--- src/rtl/vga_fetch_arbiter.sv ---
// rtl/vga_fetch_arbiter.sv - frame-buffer SRAM fetch arbiter feeding a show-ahead VGA pixel FIFO
//
// Purpose:
//   Shares one single-port frame-buffer SRAM between the VGA pixel prefetch
//   path and a single write client. Reads walk the frame linearly from word 0
//   and land in a small show-ahead FIFO whose head drives the VGA colour
//   inputs. The prefetch path wins whenever the FIFO plus reads in flight
//   drops below LOW_WATER. Otherwise a pending write goes first, and spare
//   cycles top the FIFO up.
//
// Ports:
//   Clock        in   system clock, rising edge
//   reset        in   synchronous, active-high
//   frame_start  in   one-cycle pulse, restarts the frame fetch
//   pix_pop      in   VGA consumes the head pixel this cycle
//   pix_data     out  FIFO head pixel (zero while empty)
//   pix_valid    out  FIFO non-empty
//   underflow    out  sticky, a pop arrived while the FIFO was empty
//   wr_req       in   write client request, held until granted
//   wr_addr      in   write word address, stable while wr_req is high
//   wr_data      in   write data, stable while wr_req is high
//   wr_gnt       out  one-cycle pulse, the write is taken at the coming edge
//   sram_addr    out  registered SRAM word address
//   sram_wdata   out  registered SRAM write data
//   sram_we_n    out  registered SRAM write enable, active-low
//   sram_rdata   in   SRAM read data, valid RD_LAT edges after the address edge

module vga_fetch_arbiter #(
  parameter int ADDR_W       = 19,
  parameter int DATA_W       = 16,
  parameter int FIFO_DEPTH   = 8,
  parameter int LOW_WATER    = 4,
  parameter int RD_LAT       = 2,
  parameter int FRAME_PIXELS = 307200
) (
  input  logic              Clock,
  input  logic              reset,
  input  logic              frame_start,
  input  logic              pix_pop,
  output logic [DATA_W-1:0] pix_data,
  output logic              pix_valid,
  output logic              underflow,
  input  logic              wr_req,
  input  logic [ADDR_W-1:0] wr_addr,
  input  logic [DATA_W-1:0] wr_data,
  output logic              wr_gnt,
  output logic [ADDR_W-1:0] sram_addr,
  output logic [DATA_W-1:0] sram_wdata,
  output logic              sram_we_n,
  input  logic [DATA_W-1:0] sram_rdata
);

  localparam int PTR_W = (FIFO_DEPTH > 1) ? $clog2(FIFO_DEPTH) : 1;
  // One extra bit so the count (and occupancy) can represent a full FIFO.
  localparam int CNT_W = PTR_W + 1;

  localparam logic [CNT_W-1:0]  DEPTH_C   = CNT_W'(FIFO_DEPTH);
  localparam logic [CNT_W-1:0]  LOW_C     = CNT_W'(LOW_WATER);
  localparam logic [ADDR_W-1:0] LAST_ADDR = ADDR_W'(FRAME_PIXELS - 1);

  typedef enum logic [1:0] {
    ARB_IDLE,
    ARB_URGENT,
    ARB_WRITE,
    ARB_READ
  } arb_t;

  // Pixel FIFO storage and pointers.
  logic [DATA_W-1:0] r_mem [FIFO_DEPTH];
  logic [PTR_W-1:0]  r_wr_ptr;
  logic [PTR_W-1:0]  r_rd_ptr_fifo;
  logic [CNT_W-1:0]  r_count;

  // Bit i is set when the read issued i+1 edges ago is still on its way back.
  logic [RD_LAT-1:0] r_inflight;

  // Frame read pointer and end-of-frame flag.
  logic [ADDR_W-1:0] r_rd_ptr;
  logic              r_frame_done;

  logic              r_underflow;
  logic [ADDR_W-1:0] r_sram_addr;
  logic [DATA_W-1:0] r_sram_wdata;
  logic              r_sram_we_n;

  logic [CNT_W-1:0]  w_inflight_cnt;
  logic [CNT_W-1:0]  w_occ;
  logic              w_can_read;
  logic              w_read_ok;
  arb_t              w_arb;
  logic              w_issue_rd;
  logic              w_issue_wr;
  logic              w_push;
  logic              w_pop;
  logic              w_fifo_empty;

  // Occupancy counts reads already committed to the FIFO, so the FIFO can
  // never be asked to take a return it has no room for.
  always_comb begin
    w_inflight_cnt = '0;
    for (int i = 0; i < RD_LAT; i++) begin
      w_inflight_cnt = w_inflight_cnt + CNT_W'(r_inflight[i]);
    end
  end

  assign w_occ        = r_count + w_inflight_cnt;
  assign w_fifo_empty = (r_count == '0);
  assign w_can_read   = !r_frame_done && (w_occ < DEPTH_C);
  // A restart cycle never reads: the pointer is being rewound at that edge.
  assign w_read_ok    = w_can_read && !frame_start;

  always_comb begin
    w_arb = ARB_IDLE;
    if (!reset) begin
      if (w_read_ok && (w_occ < LOW_C)) begin
        w_arb = ARB_URGENT;
      end else if (wr_req) begin
        w_arb = ARB_WRITE;
      end else if (w_read_ok) begin
        w_arb = ARB_READ;
      end
    end
  end

  assign w_issue_rd = (w_arb == ARB_URGENT) || (w_arb == ARB_READ);
  assign w_issue_wr = (w_arb == ARB_WRITE);
  assign wr_gnt     = w_issue_wr;

  // A return emerging in a restart cycle belongs to the old frame; drop it.
  assign w_push = !reset && !frame_start && r_inflight[RD_LAT-1];
  assign w_pop  = !reset && !frame_start && pix_pop && !w_fifo_empty;

  // SRAM pins. Idle cycles hold the address and deassert the write enable.
  always_ff @(posedge Clock) begin
    if (reset) begin
      r_sram_addr  <= '0;
      r_sram_wdata <= '0;
      r_sram_we_n  <= 1'b1;
    end else begin
      r_sram_we_n <= !w_issue_wr;
      if (w_issue_rd) begin
        r_sram_addr <= r_rd_ptr;
      end else if (w_issue_wr) begin
        r_sram_addr  <= wr_addr;
        r_sram_wdata <= wr_data;
      end
    end
  end

  // Frame read pointer. The flag freezes reads once the last word is issued.
  always_ff @(posedge Clock) begin
    if (reset || frame_start) begin
      r_rd_ptr     <= '0;
      r_frame_done <= 1'b0;
    end else if (w_issue_rd) begin
      r_rd_ptr <= r_rd_ptr + ADDR_W'(1);
      if (r_rd_ptr == LAST_ADDR) begin
        r_frame_done <= 1'b1;
      end
    end
  end

  // In-flight pipeline, aligned so the top bit marks the edge the data arrives.
  always_ff @(posedge Clock) begin
    if (reset || frame_start) begin
      r_inflight <= '0;
    end else begin
      r_inflight[0] <= w_issue_rd;
      for (int i = 1; i < RD_LAT; i++) begin
        r_inflight[i] <= r_inflight[i-1];
      end
    end
  end

  always_ff @(posedge Clock) begin
    if (w_push) begin
      r_mem[r_wr_ptr] <= sram_rdata;
    end
  end

  always_ff @(posedge Clock) begin
    if (reset || frame_start) begin
      r_wr_ptr      <= '0;
      r_rd_ptr_fifo <= '0;
      r_count       <= '0;
    end else begin
      if (w_push) begin
        r_wr_ptr <= r_wr_ptr + PTR_W'(1);
      end
      if (w_pop) begin
        r_rd_ptr_fifo <= r_rd_ptr_fifo + PTR_W'(1);
      end
      case ({w_push, w_pop})
        2'b10:   r_count <= r_count + CNT_W'(1);
        2'b01:   r_count <= r_count - CNT_W'(1);
        default: r_count <= r_count;
      endcase
    end
  end

  always_ff @(posedge Clock) begin
    if (reset || frame_start) begin
      r_underflow <= 1'b0;
    end else if (pix_pop && w_fifo_empty) begin
      r_underflow <= 1'b1;
    end
  end

  assign pix_valid  = !w_fifo_empty;
  // Gate the head so an empty FIFO shows zero rather than stale storage.
  assign pix_data   = w_fifo_empty ? '0 : r_mem[r_rd_ptr_fifo];
  assign underflow  = r_underflow;
  assign sram_addr  = r_sram_addr;
  assign sram_wdata = r_sram_wdata;
  assign sram_we_n  = r_sram_we_n;

endmodule

--- config.mk ---
export PLATFORM = sky130hd
export DESIGN_NAME = vga_fetch_arbiter
export DESIGN_NICKNAME = d
export VERILOG_FILES = /design/src/rtl/vga_fetch_arbiter.sv
export SDC_FILE = /design/constraint.sdc
export NUM_CORES = 1
export LEC_CHECK = 0
export ABC_AREA = 1
export CAP_MARGIN = 40
export CORE_MARGIN = 4
export CORE_UTILIZATION = 29
export DETAILED_ROUTE_END_ITERATION = 10
export PLACE_DENSITY = 0.52
export SYNTH_ARGS = -nofsm -noshare
export SYNTH_HDL_FRONTEND = slang
export SYNTH_SLANG_ARGS = --single-unit
export TNS_END_PERCENT = 10
--- constraint.sdc ---
create_clock -name Clock -period 1.8 [get_ports Clock]
set_input_delay 0.18 -clock Clock [delete_from_list [all_inputs] [get_ports Clock]]
set_output_delay 0.18 -clock Clock [all_outputs]
set_load 0.005 [all_outputs]
==> flow_metrics.tcl, run 1 <==
set metrics [dict create \
    die_area_mm2 0.0325 \
    hpwl_mm 14.3 \
    ys_seq_area_share_pct 61.4 \
    antenna_left 0 \
    worstSetupEndpointType "primary output" \
    cts_tree "yes" \
    maxCapViolations 0 \
    maxSlewViolCount 0 \
    start_kind "register" \
    finClkSkew_ns 0.0188 \
    p_per_area_mw_per_mm2 785 \
    wl_per_cell_um 15.1 \
    synthDistinctLibCells 35 \
    grt_pass1_wl_mm 36.9 \
    grt_antenna_before_repair 0 \
    ctsLongestPathBuffers 2 \
    synth_top_area_share_pct 44.6 \
    setup_violations 54 \
    die_h_um 180 \
    leakage_nw 4.69 \
    vias 6819 \
    ys_ff_latch 200 \
    post-route-period-util_pct 113 \
    fin_util_pct 42.4 \
    synth_area_leader_cell "edfxtp_1" \
    drive_gt1_share_pct 25.6 \
    setup_ws_ns -0.238 \
    syn_inst 894 \
    hold_class "in2reg" \
    row_count 62 \
    finalHoldViolCount 0 \
    worst_pin_slew_ns 0.363 \
    synth_nets 958 \
    nFillCells 2809 \
    place.port_buffers 110 \
    dp_slack_ns -0.625 \
    drt-pass1-iter-count 4 \
    cts_buffers 17 \
    synth_edf_count 128 \
    synthArstFlopShare_pct 0 \
    track_usage_pct 14.0 \
    initial_core_util_pct 29.7 \
    crit_type "reg2out" \
    drt_iter0_markers 442 \
    grt_setup_unrepaired "true" \
    via_per_inst 4.57 \
    grt_max_degree 35 \
    whs_ns 0.315 \
    clkSinkCount 200 \
    required_ns 1.62 \
    path_clk_slew_ns 0.08 \
    failed_checks "setup timing" \
    min_period_ns 2.04 \
    synthTopCellsByCount "179 x nand2_1, 172 x nor2_1, 128 x edfxtp_1" \
    drc 0 \
    cts-hold-fix-buffers 0 \
    outcome "complete, but fails checks" \
    grt_pass1_vias 6924 \
    routed_wl_mm 22.6 \
    ys_warn_count 0 \
    core_area_mm2 0.0290 \
    die_w_um 180 \
    irDropWorstVdd_mv 0.511 \
    nets 1160 \
    syn_area_mm2 0.00861 \
    power_mw 9.65 \
    ios 111 \
    synth_ff_type "edfxtp_1" \
    cp_max_fo 5 \
    fmax_mhz 491 \
    cp.arrival_ns 1.86 \
    n_antenna_cell 0 \
    cts_max_level 4 \
    syn_area_per_cell_um2 9.63 \
    clkLatencyLatePin_ns 0.45 \
    yosys-top-cells-area "edfxtp_1 45%, dfxtp_1 17%, nand2_1 7.8%, nor2_1 7.5%, o32ai_1 3.3%" \
    gp_congestion 0.796 \
    slew_headroom_pct 75.7 \
    overflow 0 \
    synth.most_common_cell "nand2_1" \
    area_growth_pct 42.7 \
    clockRootBuffer "clkbuf_16" \
    finalSetupTns_ns -4.76 \
]
[report_power, final]
part | leakage (nW) | switching, mW | internal, mW
sequential | 1.74 | 0.0289 | 4.92
clock | 0.316 | 2.14 | 1.99
combinational | 2.64 | 0.262 | 0.311
[layer usage]
metal | vias up | GRT usage (%) | part of all wire, %
met1 | 3247 | 18.8 | 48
met5 | - | 0 | 0
li1 | 3415 | - | -
met3 | 16 | 4.34 | 5.7
met4 | 0 | 3.33 | 1.0
met2 | 141 | 22.4 | 45
[layout make-up]
cell class / count / area, um^2 / share of cell area, %
clock buffer: 17 / 425 / 3.46
clock inverter: 15 / 233 / 1.89
multi-input combinational: 574 / 3210 / 26.1
inverter: 78 / 302 / 2.45
timing repair buffer: 225 / 2340 / 19.1
sequential: 200 / 5300 / 43.1
tap: 384 / 480 / 3.91
[critical path: stages, from the launching register on]
cell	delay, ns
dfxtp_4	0.36
buf_6	0.12
ha_4	0.26
nand2_4	0.06
nand2_8	0.10
nand3_2	0.10
nand3_4	0.10
nand2_4	0.07
nand2_8	0.08
nand2_8	0.05
inv_2	0.05
buf_6	0.08
[state kept, by name (all words and copies together), names as in the netlist, named ones only]
name / count
r_count: 4
r_frame_done: 1
r_inflight: 2
r_mem: 128
r_rd_ptr: 19
r_rd_ptr_fifo: 3
r_wr_ptr: 3
sram_addr: 19
sram_wdata: 16
sram_we_n: 1
underflow: 1
[cells by family (layout without fill, tap and decap cells)]
kind of cell | Yosys count | after routing | share of synthesized area, %
simple gates | 416 | 416 | 20.2
flops | 200 | 200 | 61.4
compound gates | 141 | 141 | 9.99
buf+inv | 120 | 335 | 6.25
xor+xnor | 9 | 9 | 0.915
fa+ha+maj | 8 | 8 | 1.25
[layout by cell type, fill, tap and decap left out, types with 7 or more instances in the layout]
| cell | count |
|---|---|
| nor3_1 | 9 |
| o32ai_1 | 7 |
| dfxtp_1 | 68 |
| clkdlybuf4s50_1 | 92 |
| buf_4 | 64 |
| edfxtp_1 | 128 |
| o21ai_0 | 22 |
| nor2_1 | 138 |
| nand2_1 | 173 |
| nand2_2 | 8 |
| inv_1 | 63 |
| o32ai_2 | 25 |
| nor2_2 | 27 |
| o21ai_1 | 39 |
| buf_12 | 17 |
| buf_2 | 15 |
| a21oi_1 | 28 |
| clkbuf_16 | 17 |
| o21ai_2 | 14 |
| inv_2 | 13 |
| nor2_4 | 8 |
| nand3_1 | 32 |
| buf_6 | 24 |
[path summary, 6_finish.rpt]
path                               startpoint            end  slack (ns)  depth (start not counted)
worst max-delay path               r_count[0]         wr_gnt       -0.24                         11
worst min-delay path               wr_addr[6]   sram_addr[6]        0.32                          3
worst max register to register     r_count[0]     r_count[3]       -0.22                         15
worst min register to register  r_inflight[0]  r_inflight[1]        0.46                          2
[stage by stage]
step	cells	cell area, um^2
5_1_grt	1493	12300
4_1_cts	1491	12100
3_5_place_dp	1429	10800
2_1_floorplan	894	8620
3_3_place_gp	1429	10800
6_report	1493	12300
[timing repair]
| action | CTS | global route |
|---|---|---|
| gates cloned | 8 | 0 |
| setup buffers | 23 | 4 |
| endpoints found under the setup margin | 67 | 77 |
| pin swaps | 59 | 40 |
| gates resized for setup | 184 | 60 |
(Power assumes the default switching activity.)
==> inputs of run 2 (changes only) <==
--- a/config.mk
+++ b/config.mk
@@ -6,6 +6,7 @@
 export NUM_CORES = 1
 export LEC_CHECK = 0
 export ABC_AREA = 1
+export ABC_CLOCK_PERIOD_IN_PS = 1800
 export CAP_MARGIN = 40
 export CORE_MARGIN = 4
 export CORE_UTILIZATION = 29
==> results of run 2 <==
No change in the layout: final DEF, timing and power equal those of run 1.
